## src/rtl/decode_stage.sv

```systemverilog
// ID stage of the 8-bit pipeline: instruction decode, 8x8 register file with
// write-through bypass, load-use interlock with a one-entry hold register, and jump redirect.
module decode_stage (
  input  logic        clk,
  input  logic        reset,
  input  logic [15:0] if_instr,
  input  logic [7:0]  if_pc,
  input  logic        if_valid,
  input  logic        ex_flush,
  input  logic        wb_we,
  input  logic [2:0]  wb_rd,
  input  logic [7:0]  wb_data,
  output logic        fetch_stall,
  output logic        fetch_flush,
  output logic [7:0]  fetch_target,
  output logic        halt,
  output logic        id_valid,
  output logic [3:0]  id_op,
  output logic [2:0]  id_rd,
  output logic [2:0]  id_rs1,
  output logic [2:0]  id_rs2,
  output logic [7:0]  id_a,
  output logic [7:0]  id_b,
  output logic [7:0]  id_imm,
  output logic [7:0]  id_pc,
  output logic        id_we,
  output logic        id_mem_rd,
  output logic        id_mem_wr,
  output logic        id_branch,
  output logic        id_illegal
);

  localparam logic [3:0] OP_NOP  = 4'h0;
  localparam logic [3:0] OP_LDI  = 4'h8;
  localparam logic [3:0] OP_LD   = 4'h9;
  localparam logic [3:0] OP_ST   = 4'hA;
  localparam logic [3:0] OP_BEQZ = 4'hB;
  localparam logic [3:0] OP_BNEZ = 4'hC;
  localparam logic [3:0] OP_JMP  = 4'hD;
  localparam logic [3:0] OP_ILL  = 4'hE;
  localparam logic [3:0] OP_HALT = 4'hF;

  logic [7:0]  rf [0:7];

  logic        hold_valid;
  logic [15:0] hold_instr;
  logic [7:0]  hold_pc;

  logic [15:0] cur_instr;
  logic [7:0]  cur_pc;
  logic        cur_valid;
  logic [3:0]  opc;
  logic [2:0]  f_rd;
  logic [2:0]  f_rs2;
  logic [2:0]  src_a;
  logic        is_alu;
  logic        is_branch;
  logic        use_a;
  logic        use_b;
  logic        hazard;
  logic        stall;
  logic [7:0]  rd_a;
  logic [7:0]  rd_b;

  // The held copy takes precedence over fetch while it is waiting to issue.
  assign cur_instr = hold_valid ? hold_instr : if_instr;
  assign cur_pc    = hold_valid ? hold_pc    : if_pc;
  assign cur_valid = hold_valid | if_valid;

  assign opc       = cur_instr[15:12];
  assign f_rd      = cur_instr[11:9];
  assign f_rs2     = cur_instr[5:3];
  assign is_alu    = (opc >= 4'h1) && (opc <= 4'h7);
  assign is_branch = (opc == OP_BEQZ) || (opc == OP_BNEZ);
  assign src_a     = is_branch ? f_rd : cur_instr[8:6];
  assign use_a     = is_alu || is_branch || (opc == OP_LD) || (opc == OP_ST);
  assign use_b     = is_alu || (opc == OP_ST);

  assign hazard = cur_valid && id_valid && id_mem_rd && (id_rd != 3'd0) &&
                  ((use_a && (src_a == id_rd)) || (use_b && (f_rs2 == id_rd)));
  assign stall  = halt || hazard;

  assign fetch_stall  = !reset && !ex_flush && stall;
  assign fetch_flush  = !reset && !ex_flush && !stall && cur_valid && (opc == OP_JMP);
  assign fetch_target = reset ? 8'h00 : cur_instr[11:4];

  always_comb begin
    rd_a = 8'h00;
    rd_b = 8'h00;
    if (src_a != 3'd0)
      rd_a = (wb_we && (wb_rd == src_a)) ? wb_data : rf[src_a];
    if (f_rs2 != 3'd0)
      rd_b = (wb_we && (wb_rd == f_rs2)) ? wb_data : rf[f_rs2];
  end

  always_ff @(posedge clk) begin
    if (reset) begin
      for (int i = 0; i < 8; i++) rf[i] <= 8'h00;
      hold_valid <= 1'b0;
      hold_instr <= 16'h0000;
      hold_pc    <= 8'h00;
      halt       <= 1'b0;
      id_valid   <= 1'b0;
      id_op      <= 4'h0;
      id_rd      <= 3'd0;
      id_rs1     <= 3'd0;
      id_rs2     <= 3'd0;
      id_a       <= 8'h00;
      id_b       <= 8'h00;
      id_imm     <= 8'h00;
      id_pc      <= 8'h00;
      id_we      <= 1'b0;
      id_mem_rd  <= 1'b0;
      id_mem_wr  <= 1'b0;
      id_branch  <= 1'b0;
      id_illegal <= 1'b0;
    end else begin
      if (wb_we && (wb_rd != 3'd0))
        rf[wb_rd] <= wb_data;

      if (ex_flush || halt || hazard || !cur_valid) begin
        id_valid   <= 1'b0;
        id_we      <= 1'b0;
        id_mem_rd  <= 1'b0;
        id_mem_wr  <= 1'b0;
        id_branch  <= 1'b0;
        id_illegal <= 1'b0;
        if (ex_flush) begin
          hold_valid <= 1'b0;
        end else if (!halt && hazard && !hold_valid) begin
          hold_valid <= if_valid;
          hold_instr <= if_instr;
          hold_pc    <= if_pc;
        end
      end else begin
        hold_valid <= 1'b0;
        id_valid   <= 1'b1;
        // JMP, illegal and HALT all travel down the pipe as NOPs.
        id_op      <= (opc >= OP_JMP) ? OP_NOP : opc;
        id_rd      <= f_rd;
        id_rs1     <= src_a;
        id_rs2     <= f_rs2;
        id_a       <= rd_a;
        id_b       <= rd_b;
        id_imm     <= cur_instr[7:0];
        id_pc      <= cur_pc;
        id_we      <= is_alu || (opc == OP_LDI) || (opc == OP_LD);
        id_mem_rd  <= (opc == OP_LD);
        id_mem_wr  <= (opc == OP_ST);
        id_branch  <= is_branch;
        id_illegal <= (opc == OP_ILL);
        if (opc == OP_HALT)
          halt <= 1'b1;
      end
    end
  end

endmodule

```

## config.mk

```make
export PLATFORM = sky130hd
export DESIGN_NAME = decode_stage
export DESIGN_NICKNAME = d
export VERILOG_FILES = /design/src/rtl/decode_stage.sv
export SDC_FILE = /design/constraint.sdc
export NUM_CORES = 1
export LEC_CHECK = 0
export CORE_MARGIN = 5
export CORE_UTILIZATION = 50
export DETAILED_ROUTE_END_ITERATION = 8
export PLACE_DENSITY = 0.8
export SYNTH_ARGS = -nofsm -noshare
export SYNTH_HDL_FRONTEND = slang
export SYNTH_SLANG_ARGS = --single-unit
```

## constraint.sdc

```tcl
create_clock -name clk -period 4.2 [get_ports clk]
set_input_delay 0.84 -clock clk [delete_from_list [all_inputs] [get_ports clk]]
set_output_delay 0.84 -clock clk [all_outputs]
set_load 0.005 [all_outputs]
```

Word level (Yosys, flattened, before mapping)
Memory sizes are Yosys's and may differ from the RTL's. Index checks and enable logic that the tools add are counted.

Flip-flop bits (word level): 77. Latch bits: 0. RAM bits: 64. Memory bits (read-only): 0. Bits of input ports: 40. Output and inout port bits: 62. Logic and storage cells: 99. Memories: 1.

Memory list: rf (depth 8, width 8, rd ports 2, clocked after Yosys merged registers in 0, write ports 8, RTL line 43) `logic [7:0] rf [0:7];`.

$add $sub $neg: 0. Multipliers: 0. Divide/modulo/power cells: 0. $lt $le $gt $ge: 3. Equal/unequal tests: 12. Shifts and indexed selects: 0. Muxes and demuxes: 18. Bitwise gates (word level): 3. Reduce and logical (&&, ||, !) cells: 44.

Operators by type and width (number): 8-bit 2-to-1 mux (7); 4-bit == test (second input constant) (8); 1-bit logical AND (17); 16-bit 2-to-1 mux (1); 3-bit == test (4); 1-bit logical OR (12); 3-bit nonzero test (4); 8-bit OR reduction (1); 1-bit 2-to-1 mux (7); 1-bit logical NOT (6); 3-bit 2-to-1 mux (2); 4-bit by 1-bit greater-or-equal comparator with 1-bit output (second input constant) (1); 4-bit greater-or-equal comparator (second input constant) (1); 4-bit by 3-bit less-or-equal comparator with 1-bit output (second input constant) (1); 4-bit 2-to-1 mux (1); 3-bit AND reduction (1); 3-bit OR reduction (1); 1-bit NOT (2); 2-bit AND reduction (1); 2-bit OR reduction (1); 1-bit bitwise OR (1).

Logic depth before layout (Yosys ltp)
Gate-level depths: netlist (run 1).

Depth in word-level cells: 14. Depth in mapped cells: 11. Gate-level depth less buffers: 8.

Worst setup path before layout (run 1)
No wires, ideal clock.

Kind: input port to output port. Start: in if_instr[15]. End: out fetch_flush. Arrival: 3453 ps. Data required time: 3360 ps. Setup slack: -93 ps. Stages: 10. Buffers on the path: 2. Cells stage by stage: mux2i_1 -> nor4b_4 -> nor2_1 -> mux4_2 -> xor2_1 -> o31ai_1 -> buf_2 -> or2_2 -> clkbuf_1 -> nor3_1.

Cells in the longest elaborated chain, start to end: 14. Elaborated cells between the ends (all ways): 25. Those cells by class: order compare: 2; eq/ne: 6; mux: 2; reduce/logical: 15.

Ends and longest elaborated chain: from (decl) (RTL line 6) `input logic [15:0] if_instr,`; 16-bit 2-to-1 mux * (RTL line 66) `assign cur_instr = hold_valid ? hold_instr : if_instr;`; 4-bit by 1-bit greater-or-equal comparator with 1-bit output (tied with other cells) (RTL line 73) `assign is_alu = (opc >= 4'h1) && (opc <= 4'h7);`; 1-bit logical AND / 1-bit logical OR (equally long branches) (RTL line 73, 74); 1-bit logical OR (3 in series) (RTL line 76) `assign use_a = is_alu || is_branch || (opc == OP_LD) || (opc == OP_ST);`; 1-bit logical AND (RTL line 80) `((use_a && (src_a == id_rd)) || (use_b && (f_rs2 == id_rd)));`; 1-bit logical OR (RTL line 80); 1-bit logical AND (RTL line 79) `assign hazard = cur_valid && id_valid && id_mem_rd && (id_rd != 3'd0) &&`; 1-bit logical OR (RTL line 81) `assign stall = halt || hazard;`; 1-bit logical NOT (RTL line 84) `assign fetch_flush = !reset && !ex_flush && !stall && cur_valid && (opc == OP_JMP);`; 1-bit logical AND (2 in series) (RTL line 84); 1-bit logical AND * (RTL line 84); to (decl) (RTL line 14) `output logic fetch_flush,`.

Every way passes the cells marked *; elsewhere a longest branch is shown, timed or not.

Worst setup path after layout (run 1)
Start: in if_instr[12]. End: out fetch_stall.

Cells in the longest elaborated chain, start to end: 11. Elaborated cells between the ends (all ways): 21. Those cells by class: order compare: 2; eq/ne: 5; mux: 2; reduce/logical: 12.

Ends and longest elaborated chain: 16-bit 2-to-1 mux * (RTL line 66); 4-bit by 1-bit greater-or-equal comparator with 1-bit output (tied with other cells) (RTL line 73); 1-bit logical AND / 1-bit logical OR (equally long branches) (RTL line 73, 74); 1-bit logical OR (3 in series) (RTL line 76); 1-bit logical AND (RTL line 80); 1-bit logical OR * (RTL line 80); 1-bit logical AND * (RTL line 79); 1-bit logical OR * (RTL line 81); 1-bit logical AND * (RTL line 83) `assign fetch_stall = !reset && !ex_flush && stall;`; to (decl) (RTL line 13) `output logic fetch_stall,`.

Marks and branches as above.

==> impl_metrics.tcl, run 1 <==
set metrics [dict create \
    status "finished, final reports clean" \
    p_leak_nw 3.50 \
    grt_pass1_vias 5766 \
    clock_skew_ns 0.00867 \
    ir_drop_mv 0.273 \
    grt.total_usage_pct 24.3 \
    fill_cells 1046 \
    clkTransAtPathRegs_ns 0.06 \
    synth_top_area_share_pct 27.1 \
    drv_cap 0 \
    power_density_nw_per_um2 363 \
    crit_family "multiplexers" \
    setup_viol 0 \
    synth_xor_area_share_pct 1.36 \
    worst_skew_pair.late_latency_ns 0.42 \
    syn-cell-area_sq_um 7090 \
    die_h_microns 129 \
    cp_cell_sequence "clkbuf_2, mux2_4, nor4_4, nor2_2, mux4_2, xor2_4, buf_4, o31a_1, and2_4, nor3_2, buf_2" \
    drtAntennaViolNets 0 \
    dieArea_sq_um 16700 \
    slew_headroom_pct 50.2 \
    coreArea_sq_um 13900 \
    crit_path_top_delay_cell "mux4_2" \
    cts_buffers 17 \
    drive_above_1_share_pct 17.5 \
    synth_fa_ha_area_share_pct 0 \
    ys.warnings.count 0 \
    ys_top_cells_by_area "edfxtp_1, dfxtp_1, mux2i_1, nand2_1, and2_1" \
    vias 5903 \
    syn2layout_area_growth_pct 30.6 \
    crit_fanout 3 \
    finalNonFillerCells 1026 \
    synth_top_family_by_area "simple AND/OR/NAND/NOR gates" \
    endpoint_kind "output port" \
    hpwl_mm 14.2 \
    cts_buffer_depth 2 \
    synth_compound_area_share_pct 7.78 \
    worstHoldPathType "register to register" \
    max_stage_delay_ns 0.50 \
    tightest_slew_ns 0.746 \
    min_period_ns 4.09 \
    antenna_cells 0 \
    timing.final.max_slew_violations 0 \
    startpoint_type "primary input" \
    grt_first_pass_wirelength_mm 31.0 \
    place_area_sq_um 8580 \
    worst-path-buf-inv 3 \
    numPortBuffers 101 \
    synth-seq-cells 138 \
    synth.largest_area_cell "edfxtp_1" \
    grt.busiest_layer "met2" \
    die_w_microns 129 \
    wl_per_cell_microns 19.8 \
    globalplace.congestion 0.908 \
    synthMuxAreaShare_pct 15.2 \
    dp.cells 987 \
    p_total_mw 3.36 \
    period_share_pct 97.3 \
    grtUsageMet2_pct 40.6 \
    holdWs_ns 0.449 \
    fmax_ghz 0.245 \
    grt_start_max_net_pins 108 \
    use_met3_pct 5.73 \
    synth_simple_gate_area_share_pct 24.4 \
    cts_tree "yes" \
    synth.distinct_cells 52 \
    drt_iter0_drc 517 \
    avgViaCountPerCell 5.75 \
    routed_wirelength_mm 20.3 \
    synthCells 697 \
    final_hold_viol_count 0 \
    grtUsageMet1_pct 31.0 \
    layout.nets 873 \
    syn_avg_cell_area_sq_um 10.2 \
    antenna_found_initial 0 \
    required_ns 3.36 \
    drtPass1Iterations 5 \
    ys_seq_area_share_pct 48.0 \
    cp_data_arrival_time_ns 3.25 \
    grt.overflow.total 0 \
    worst-setup-path-type "primary input to output port" \
    clock_sink_count 138 \
    async_flop_share_pct 0 \
    final_cell_area_sq_um 9260 \
    fp-row-count 43 \
    io_pins 102 \
    ys.flop_type "dfxtp_1" \
    synth_edf_count 64 \
    initial_core_util_pct 51.1 \
    remaining_drc_errors 0 \
    cts_root_buffer "clkbuf_16" \
    htreeDepth 4 \
]
[through the flow]
step	setup slack, ns	util, %	setup TNS (ns)
2_1_floorplan	0.0542	-	0
3_5_place_dp	-0.550	61.8	-1.07
4_1_cts	0.0182	66.2	0
5_1_grt	-0.0258	66.7	-0.0258
3_3_place_gp	-0.499	61.8	-0.975
6_report	0.113	66.7	0
[where the power goes]
part	internal, mW	switching, mW
Combinational	0.239	0.254
Clock	0.805	0.551
Sequential	1.47	0.0428
[flip-flops by register name, summed over array words and instances (netlist names)]
signal,flops
halt,1
id_branch,1
id_rd,3
id_we,1
id_rs2,2
id_op,4
rf,64
id_mem_wr,1
id_rs1,3
hold_valid,1
hold_pc,8
id_imm,6
id_pc,8
id_a,8
id_mem_rd,1
hold_instr,16
id_valid,1
id_illegal,1
id_b,8
[area by class of cell]
type                       instances  area (sq um)  share of cell area, %
clock buffer                      19           433                   4.67
clock inverter                    13           104                   1.12
inverter                           3          11.3                  0.122
multi-input combinational        517          3620                   39.0
sequential                       138          3410                   36.8
tap                              180           225                   2.43
timing repair buffer             156          1470                   15.8
[cells in the final DEF (no fill, tap or decap), types with 9 or more instances in the layout]
cell type,synthesis,final
mux2_2,13,13
buf_4,5,48
nand2b_1,52,52
o21ai_0,10,10
clkbuf_16,0,17
and2_1,57,56
or2_2,18,18
nor3_1,11,9
nand3_1,25,25
nand2_1,99,99
clkdlybuf4s50_1,0,94
edfxtp_1,64,64
mux2i_1,70,64
a21oi_1,15,15
nor2_1,33,32
dfxtp_1,74,73
[timing repair]
action | in CTS | in global routing
endpoints found under the setup margin | 2 | 2
gates cloned | 0 | 0
resized for setup | 20 | 15
hold buffers | 0 | 0
pin swaps | 3 | 6
buffers inserted | 2 | 5
[cell usage after synthesis (all sizes together), types with 9 or more instances]
library cell and number:
a21oi 15, a311oi 9, and2 57, buf 16, clkbuf 30, dfxtp 74
edfxtp 64, mux2 16, mux2i 71, nand2 99, nand2b 52, nand3 25
nor2 33, nor3 11, nor4 9, o21ai 11, or2 20
[cell families after synthesis]
logic type                Yosys count
DFF                               138
muxes                              95
AOI/OAI and AO/OA                  75
and+or+nand+nor                   328
other                               1
xor gates and xnor gates           11
buffers and inverters              49
[worst paths after layout]
check                           slack, ns           to    startpoint  depth (start not counted)
worst max-delay path                 0.11  fetch_stall  if_instr[12]                         11
worst min register to register       0.45     id_op[3]      id_op[3]                          2
worst max register to register       0.87      id_b[6]    hold_valid                         14
worst min-delay path                 0.45     id_op[3]      id_op[3]                          2
[worst reg2reg max path: stages, from the launching register on]
cell	delay, ns
dfxtp_4	0.40
clkbuf_4	0.19
mux2i_4	0.31
nor4_4	0.09
buf_4	0.14
buf_4	0.13
o21a_1	0.19
o21ai_0	0.19
nand4bb_1	0.15
buf_4	0.17
o31ai_4	0.24
buf_4	0.49
nor2b_1	0.25
buf_4	0.18
a22o_1	0.15
[layer usage]
| layer | part of all wire [%] | up-vias |
|---|---|---|
| met3 | 8.1 | 47 |
| met1 | 41 | 2844 |
| met4 | 2.6 | 0 |
| met2 | 48 | 275 |
| li1 | - | 2737 |
| met5 | 0 | - |
(Power assumes the default switching activity.)
==> run 2: changes to the inputs <==
Settings changed: TNS_END_PERCENT set to 50.
==> results of run 2 <==
Final layout, timing and power as in run 1 (identical DEF).
